`config.mk`:
```
export PLATFORM = sky130hd
export DESIGN_NAME = msg_sched_multi
export DESIGN_NICKNAME = d
export VERILOG_FILES = /design/src/rtl/msg_sched_pkg.sv /design/src/rtl/msg_sched_sigma.sv /design/src/rtl/msg_sched_multi.sv
export SDC_FILE = /design/constraint.sdc
export NUM_CORES = 2
export LEC_CHECK = 0
export ABC_CLOCK_PERIOD_IN_PS = 8200
export CAP_MARGIN = 0
export CORE_MARGIN = 2
export CORE_UTILIZATION = 35
export DETAILED_ROUTE_END_ITERATION = 6
export DONT_BUFFER_PORTS = 1
export PLACE_DENSITY = 0.47
export SYNTH_ARGS = -nofsm -noshare
export SYNTH_HDL_FRONTEND = slang
export SYNTH_SLANG_ARGS = --single-unit
```
`constraint.sdc`:
```
create_clock -name clk -period 8.2 [get_ports clk]
set_input_delay 0.82 -clock clk [delete_from_list [all_inputs] [get_ports clk]]
set_output_delay 0.82 -clock clk [all_outputs]
set_load 0.1 [all_outputs]
```
`src/rtl/msg_sched_pkg.sv`:
```
// Shared definitions for the SHA-2 message scheduler: width checks, sigma
// rotate/shift amounts for SHA-256 and SHA-512, round counts and FSM states.
package msg_sched_pkg;

  localparam int MSG_NUM_WORDS = 16;
  localparam int MSG_RND_W     = 7;

  // SHA-256 small sigmas
  localparam int R0A_32 = 7;
  localparam int R0B_32 = 18;
  localparam int S0_32  = 3;
  localparam int R1A_32 = 17;
  localparam int R1B_32 = 19;
  localparam int S1_32  = 10;

  // SHA-512 small sigmas
  localparam int R0A_64 = 1;
  localparam int R0B_64 = 8;
  localparam int S0_64  = 7;
  localparam int R1A_64 = 19;
  localparam int R1B_64 = 61;
  localparam int S1_64  = 6;

  function automatic bit word_w_legal(input int w);
    return (w == 32) || (w == 64);
  endfunction

  function automatic int rounds_for_width(input int w);
    return (w == 64) ? 80 : 64;
  endfunction

  typedef enum logic {
    IDLE = 1'b0,
    RUN  = 1'b1
  } state_t;

endpackage

```
`src/rtl/msg_sched_sigma.sv`:
```
// Combinational SHA-2 small sigma functions s0(x0_i) and s1(x1_i); the
// rotate/shift amounts follow WORD_W (32 = SHA-256, 64 = SHA-512).
module msg_sched_sigma
  import msg_sched_pkg::*;
#(
  parameter int WORD_W = 32
) (
  input  logic [WORD_W-1:0] x0_i,
  input  logic [WORD_W-1:0] x1_i,
  output logic [WORD_W-1:0] s0_o,
  output logic [WORD_W-1:0] s1_o
);

  localparam int R0A = (WORD_W == 64) ? R0A_64 : R0A_32;
  localparam int R0B = (WORD_W == 64) ? R0B_64 : R0B_32;
  localparam int S0  = (WORD_W == 64) ? S0_64  : S0_32;
  localparam int R1A = (WORD_W == 64) ? R1A_64 : R1A_32;
  localparam int R1B = (WORD_W == 64) ? R1B_64 : R1B_32;
  localparam int S1  = (WORD_W == 64) ? S1_64  : S1_32;

  function automatic logic [WORD_W-1:0] rotr(input logic [WORD_W-1:0] x, input int n);
    return (x >> n) | (x << (WORD_W - n));
  endfunction

  assign s0_o = rotr(x0_i, R0A) ^ rotr(x0_i, R0B) ^ (x0_i >> S0);
  assign s1_o = rotr(x1_i, R1A) ^ rotr(x1_i, R1B) ^ (x1_i >> S1);

endmodule

```
`src/rtl/msg_sched_multi.sv`:
```
// SHA-2 message scheduler: loads a 16-word block, then streams W[0..N-1]
// over a valid/ready port. MSG_SCHED_PREFETCH_EN adds a one-block shadow
// so the next block can start with no bubble.
module msg_sched_multi
  import msg_sched_pkg::*;
#(
  parameter int WORD_W    = 32,
  parameter int NUM_WORDS = MSG_NUM_WORDS
) (
  input  logic                        clk,
  input  logic                        rst,
  input  logic [NUM_WORDS*WORD_W-1:0] blk_data,
  input  logic                        blk_valid,
  output logic                        blk_ready,
  input  logic                        abort,
  output logic [WORD_W-1:0]           w_data,
  output logic [MSG_RND_W-1:0]        w_round,
  output logic                        w_last,
  output logic                        w_valid,
  input  logic                        w_ready
);

  localparam int RND_W      = MSG_RND_W;
  localparam int NUM_ROUNDS = rounds_for_width(WORD_W);
  localparam logic [RND_W-1:0] LAST_RND = RND_W'(NUM_ROUNDS - 1);

  if (!word_w_legal(WORD_W) || NUM_WORDS != MSG_NUM_WORDS) begin : g_bad_cfg
    $error("msg_sched_multi: WORD_W must be 32 or 64 and NUM_WORDS must be 16");
  end

  // Handshake: a transfer happens on a rising edge where valid && ready.
  // The producer holds data stable while valid is high and ready is low;
  // ready may depend combinationally on abort and rst.

  state_t            state_q, state_d;
  logic [RND_W-1:0]  round_q, round_d;
  logic [WORD_W-1:0] window_q [NUM_WORDS];
  logic [WORD_W-1:0] window_d [NUM_WORDS];
  logic              load_en;
  logic [NUM_WORDS*WORD_W-1:0] load_src;
  logic [WORD_W-1:0] sig0, sig1;

`ifdef MSG_SCHED_PREFETCH_EN
  logic [NUM_WORDS*WORD_W-1:0] shadow_q, shadow_d;
  logic                        shadow_full_q, shadow_full_d;
`endif

  msg_sched_sigma #(.WORD_W(WORD_W)) u_sigma (
    .x0_i (window_q[1]),
    .x1_i (window_q[14]),
    .s0_o (sig0),
    .s1_o (sig1)
  );

  assign w_data  = window_q[0];
  assign w_round = round_q;
  assign w_last  = (state_q == RUN) && (round_q == LAST_RND);

  always_comb begin
    state_d   = state_q;
    round_d   = round_q;
    window_d  = window_q;
    load_en   = 1'b0;
    load_src  = blk_data;
    blk_ready = 1'b0;
    w_valid   = 1'b0;
`ifdef MSG_SCHED_PREFETCH_EN
    shadow_d      = shadow_q;
    shadow_full_d = shadow_full_q;
`endif

    case (state_q)
      IDLE: begin
`ifdef MSG_SCHED_PREFETCH_EN
        blk_ready = !abort && !shadow_full_q && !rst;
        if (shadow_full_q && !abort) begin
          load_en       = 1'b1;
          load_src      = shadow_q;
          shadow_full_d = 1'b0;
          state_d       = RUN;
        end else if (blk_valid && blk_ready) begin
          load_en = 1'b1;
          state_d = RUN;
        end
`else
        blk_ready = !abort && !rst;
        if (blk_valid && blk_ready) begin
          load_en = 1'b1;
          state_d = RUN;
        end
`endif
      end

      RUN: begin
        w_valid = 1'b1;
`ifdef MSG_SCHED_PREFETCH_EN
        blk_ready = !abort && !shadow_full_q && !rst;
`endif
        if (abort) begin
          state_d = IDLE;
          round_d = '0;
`ifdef MSG_SCHED_PREFETCH_EN
          shadow_full_d = 1'b0;
`endif
        end else begin
`ifdef MSG_SCHED_PREFETCH_EN
          if (blk_valid && blk_ready) begin
            shadow_d      = blk_data;
            shadow_full_d = 1'b1;
          end
`endif
          if (w_ready) begin
            if (round_q == LAST_RND) begin
              round_d = '0;
`ifdef MSG_SCHED_PREFETCH_EN
              // A block arriving on the last-word cycle bypasses the shadow.
              if (shadow_full_q) begin
                load_en       = 1'b1;
                load_src      = shadow_q;
                shadow_full_d = 1'b0;
              end else if (blk_valid && blk_ready) begin
                load_en       = 1'b1;
                shadow_full_d = 1'b0;
              end else begin
                state_d = IDLE;
              end
`else
              state_d = IDLE;
`endif
            end else begin
              for (int k = 0; k < NUM_WORDS - 1; k++) begin
                window_d[k] = window_q[k+1];
              end
              window_d[NUM_WORDS-1] = sig1 + window_q[9] + sig0 + window_q[0];
              round_d = round_q + RND_W'(1);
            end
          end
        end
      end

      default: state_d = IDLE;
    endcase

    if (load_en) begin
      for (int i = 0; i < NUM_WORDS; i++) begin
        window_d[i] = load_src[(NUM_WORDS-1-i)*WORD_W +: WORD_W];
      end
      round_d = '0;
    end
  end

  always_ff @(posedge clk) begin
    if (rst) begin
      state_q <= IDLE;
      round_q <= '0;
      for (int i = 0; i < NUM_WORDS; i++) begin
        window_q[i] <= '0;
      end
`ifdef MSG_SCHED_PREFETCH_EN
      shadow_q      <= '0;
      shadow_full_q <= 1'b0;
`endif
    end else begin
      state_q  <= state_d;
      round_q  <= round_d;
      window_q <= window_d;
`ifdef MSG_SCHED_PREFETCH_EN
      shadow_q      <= shadow_d;
      shadow_full_q <= shadow_full_d;
`endif
    end
  end

endmodule

```
# After elaboration in Yosys (flattened, before gate mapping)
# Cells that the tools add are included.
# classes
add_sub_neg	4
eq_ne	3
muxes	16
bitwise_logic	9
reduce_logical	11
# ops
operator	count
512-bit 2-to-1 mux	5
32-bit adder	3
32-bit XOR	2
13-bit by 32-bit bitwise OR with 32-bit output	1
14-bit by 32-bit bitwise OR with 32-bit output	1
15-bit by 32-bit bitwise OR with 32-bit output	1
25-bit by 32-bit bitwise OR with 32-bit output	1
32-bit by 22-bit XOR with 32-bit output	1
32-bit by 29-bit XOR with 32-bit output	1
7-bit 2-to-1 mux	3
7-bit by 1-bit adder with 7-bit output (second input constant)	1
7-bit by 6-bit == test with 1-bit output (second input constant)	1
1-bit 2-to-1 mux	7
2-bit nonzero test	3
4-bit AND reduction	1
1-bit logical AND	3
1-bit zero test	2
2-bit by 1-bit != test with 1-bit output (second input constant)	1
2-bit != test (second input constant)	1
1-bit case mux with 2 select lines	1
2-bit AND reduction	1
2-bit OR reduction	1
1-bit inverter	1
# word_totals
register_bits	520
elab_cells	61

# Logic depth before layout (Yosys ltp)
# depth
word_depth	11
depth_mapped	16

# Hierarchy
# From an unflattened synthesis, not the netlist that was laid out.
# hier_totals
cells_unflattened	3476
hier_area_um2	27335.0
# by_module_without_submodules
module	n_inst	cells_per_inst	area_each_um2
msg_sched_multi	1	3412	25989.9
msg_sched_sigma	1	64	1345.0

# Least setup slack after synthesis
# OpenSTA, ideal clock, no wires.
# synth_path
path_type	register -> register
from	register state_q
to	register window_q[20] in the netlist's numbering
setup_time_ns	0.103
t_arrival_ns	4.242
required_ns	8.097
path_slack_ns	3.855
path_stages_with_launch	6
path_buffers	0
cell_sequence	dfxtp_1 nor3_1 nand2_1 nand2_1 nor2_1 a2111oi_2
# synth_via
elab_chain_cells	3
# synth_rtl
element	line	rtl
from (decl)	msg_sched_multi.sv:35	state_t state_q, state_d;
from (signal assigned)	msg_sched_multi.sv:164	state_q <= state_d;
1-bit 2-to-1 mux	msg_sched_multi.sv:72	case (state_q)
2-bit != test (no source line), or another cell as far along	n/a	
4-bit AND reduction (no source line)	n/a	
to (signal assigned)	msg_sched_multi.sv:166	window_q <= window_d;
to (decl)	msg_sched_multi.sv:37	logic [WORD_W-1:0] window_q [NUM_WORDS];
# Parallel ways exist; a longest one is shown, timed or not.
# A chain may end at the register's enable or synchronous reset.

# Worst setup path in the final report
# layout_path
from	register window_q (netlist bit w_data[1])
to	register window_q[27] in the netlist's numbering
# layout_via
elab_chain_cells	6
# layout_rtl
element	line	rtl
32-bit adder	msg_sched_multi.sv:134	window_d[NUM_WORDS-1] = sig1 + window_q[9] + sig0 + window_q[0];
512-bit 2-to-1 mux	msg_sched_multi.sv:113	if (round_q == LAST_RND) begin
512-bit 2-to-1 mux	msg_sched_multi.sv:112	if (w_ready) begin
512-bit 2-to-1 mux	msg_sched_multi.sv:99	if (abort) begin
512-bit 2-to-1 mux	msg_sched_multi.sv:72	
512-bit 2-to-1 mux	msg_sched_multi.sv:144	if (load_en) begin
# No other way between the ends. The select of a mux whose other input is x is not followed.

==> impl_metrics.env <==
export IMPL_grt_overflow_total=0
export IMPL_ys_flop_type="dfxtp_1"
export IMPL_power_total_mw=6.309
export IMPL_slowest_stage="dfxtp_1"
export IMPL_avgSynthCellArea_um2=6.959
export IMPL_coreArea_um2=77720
export IMPL_ctsHoldBuffers=0
export IMPL_cts_buffers=61
export IMPL_dr_pass1_iters=6
export IMPL_async_flop_share=0
export IMPL_via_count=25030
export IMPL_cp_cell_sequence="inv_1, fa_1, inv_1, fa_1, ha_1, fa_1, a211oi_2, nor2_2, o41ai_4, o21ai_4, a31oi_4, o21ai_2, xnor2_1, a2111oi_2"
export IMPL_cp_depth=14
export IMPL_postCtsSetupBuffers=0
export IMPL_synth_area_um2=27590
export IMPL_relSlewSlack=-1.140
export IMPL_synth_ff_latch_count=520
export IMPL_end_kind="flip-flop"
export IMPL_clk_path_buf_depth=3
export IMPL_clock_skew_ps=24.84
export IMPL_critPathCapture="window_q[27]$_SDFFE_PP0P_"
export IMPL_hold_viol_final=0
export IMPL_ant_nets=0
export IMPL_rsz0062_at_grt="no"
export IMPL_setup_violations=0
export IMPL_crit_type="reg -> reg"
export IMPL_ir_worst_vdd_v=0.0001667
export IMPL_grt_pass1_vias=23470
export IMPL_ctsResizeCount=0
export IMPL_rr_endpoint="window_q[27]$_SDFFE_PP0P_"
export IMPL_worstPathMaxFanout=4
export IMPL_cp_slowest_stage_delay_ps=1030
export IMPL_synth_fa_ha_area_frac=0.05949
export IMPL_rrSetupSlack_ps=3290
export IMPL_yosys_area_top_type="dfxtp_1"
export IMPL_drt_total_wl_mm=112.5
export IMPL_crit_path_start="w_data[1]$_SDFFE_PP0P_"
export IMPL_clockRootBuffer="clkbuf_16"
export IMPL_min_period_over_period=0.5992
export IMPL_cts_htree_levels=2
export IMPL_grt_use_total=0.2651
export IMPL_worst_setup_path_start_kind="flip-flop"
export IMPL_synth_cell_types=75
export IMPL_grt_max_degree=517
export IMPL_cap_violations=0
export IMPL_antenna_found_initial=33
export IMPL_hp_start="rst"
export IMPL_rows=102
export IMPL_synth_warnings=0
export IMPL_gp_congestion=0.8899
export IMPL_synthMuxAreaShare=0.002494
export IMPL_crit_required_ps=8660
export IMPL_die_height_um=284.8
export IMPL_synth_simple_area_share=0.2235
export IMPL_drive_gt1_frac=0.04263
export IMPL_ys_top_cells_by_area="dfxtp_1 (38%), a21oi_1 (18%), nand2_1 (14%)"
export IMPL_fp_dieW_um=284.8
export IMPL_fin_setup_tns_ps=0
export IMPL_die_area_um2=81100
export IMPL_synth_xor_area_frac=0.04475
export IMPL_grt_pass1_wl_mm=160.4
export IMPL_slew_viol_final=419
export IMPL_vias_per_cell=5.203
export IMPL_violations="slew limit"
export IMPL_clk_latency_ps=640
export IMPL_min_period_ps=4914
export IMPL_nets=4317
export IMPL_hold_path_class="in -> reg"
export IMPL_fmax_mhz=203.5
export IMPL_port_buffers=0
export IMPL_outcome="finished with violations"
export IMPL_wire_per_inst_um=23.38
export IMPL_area_delta_synth_final_pct=7.790
export IMPL_dp_hpwl_mm=81.64
export IMPL_p_leak_nw=10.81
export IMPL_r2r_start="w_data[1]$_SDFFE_PP0P_"
export IMPL_drc=0
export IMPL_io_pins=559
export IMPL_synth_top_family_by_area="simple AND/OR/NAND/NOR gates"
export IMPL_cts_sinks=520
export IMPL_synth_edf_count=0
export IMPL_synth_top_area_share=0.3773
export IMPL_initial_core_util=0.3550
export IMPL_arrival_ps=5380
export IMPL_rr_worst_depth=14
export IMPL_p_per_area_nw_per_um2=212.1
export IMPL_syn_nets=4576
export IMPL_synth_compound_area_frac=0.2164
export IMPL_crit_top_cell="fa_1"
export IMPL_tritoncts="yes"
export IMPL_path_buf_inv=2
export IMPL_cpLargestDelayFamily="adder cells"
export IMPL_worst_pin_slew_ps=3209
export IMPL_synthCells=3965
export IMPL_drt_iter0_markers=2160
export IMPL_ys_seq_area_frac=0.3773
export IMPL_path_clk_slew_ps=80
layer usage:
layer	up-vias	part of all wire	global-route usage
li1	12350	-	-
met1	11750	0.43	0.3480
met2	752	0.46	0.4200
met3	140	0.089	0.08408
met4	34	0.021	0.06974
met5	-	0.0020	0
registers in the layout (all words and copies together) (netlist names):
signal	cells
state_q	1
w_data	32
w_round	7
window_q	480
worst min-delay path by stage:
stage | cells past startpoint | slack [ps] | endpoint
finish | 1 | 290 | w_data[0]$_SDFFE_PP0P_
global route | 1 | 250 | window_q[127]$_SDFFE_PP0P_
CTS | 1 | 280 | window_q[159]$_SDFFE_PP0P_
detailed placement | 2 | 490 | window_q[18]$_SDFFE_PP0P_
global placement | 2 | 490 | window_q[18]$_SDFFE_PP0P_
floorplan | 2 | 460 | window_q[13]$_SDFFE_PP0P_
kinds of logic (layout without fill, tap and decap cells):
group | after synthesis | count (layout)
mux | 6 | 6
flops | 520 | 520
fa+ha+maj | 94 | 94
simple gates | 1604 | 1604
buf+inv | 482 | 270
other cells | 0 | 17
compound gates | 1118 | 1118
xor+xnor | 141 | 141
power by group:
group          switching, mW  internal (mW)  leakage (nW)
logic                  0.468          0.260          5.57
clock network           1.17           1.68          1.02
registers              0.108           2.62          4.22
total                   1.75           4.56          10.8
Yosys cell counts, types with 8 or more instances:
library cell / n
dfxtp_1: 520
a211oi_1: 12
buf_1: 20
clkbuf_1: 169
nor3_1: 8
a21o_1: 13
buf_2: 134
buf_4: 33
inv_1: 126
o21ai_0: 20
a21oi_1: 1004
nand3_1: 8
xnor2_1: 78
xor2_1: 63
ha_1: 32
o211ai_1: 8
nor2_1: 540
nand2_1: 1011
fa_1: 62
final cells by class:
cell class	instances	area, um2
Antenna cell	17	42.54
Clock buffer	91	1779
Clock inverter	19	279.0
Fill cell	8526	47980
Inverter	126	473.0
Multi-Input combinational cell	2963	15100
Sequential cell	520	10410
Tap cell	1040	1301
Timing Repair Buffer	34	360.3
stage by stage:
step,utilization,hold WS [ps],cell area (um2),cells,setup slack (ps)
floorplan,-,455.1,27590,3965,3855
global placement,0.3557,492.7,27640,4683,3343
detailed placement,0.3557,493.8,27640,4683,3352
CTS,0.3821,278.6,29700,4793,3339
global route,0.3826,250.8,29740,4807,3144
finish,0.3827,291.5,29740,4810,3286
placed cells by master (no fill, tap or decap), drive strengths merged, types with 3 or more instances in the layout:
cell type,Yosys,layout
o21a,4,4
buf,187,33
a211oi,16,16
o221ai,3,3
a22oi,3,3
inv,126,130
clkinv,0,9
o21ai,25,25
mux2,4,4
nand4,5,5
clkbuf,169,92
a21o,14,14
o311ai,3,3
diode,0,17
a31oi,3,3
nor3,8,8
nand3,9,9
o211ai,9,9
fa,62,62
nand2,1011,1011
a311oi,3,3
and3,4,4
o22ai,3,3
bufinv,0,6
a21oi,1006,1006
xor2,63,63
nand2b,3,3
and2,7,7
xnor2,78,78
dfxtp,520,520
o21bai,7,7
a2111oi,3,3
ha,32,32
or3,4,4
nor2,543,543
Note: power is estimated with default switching activity, not from simulation.
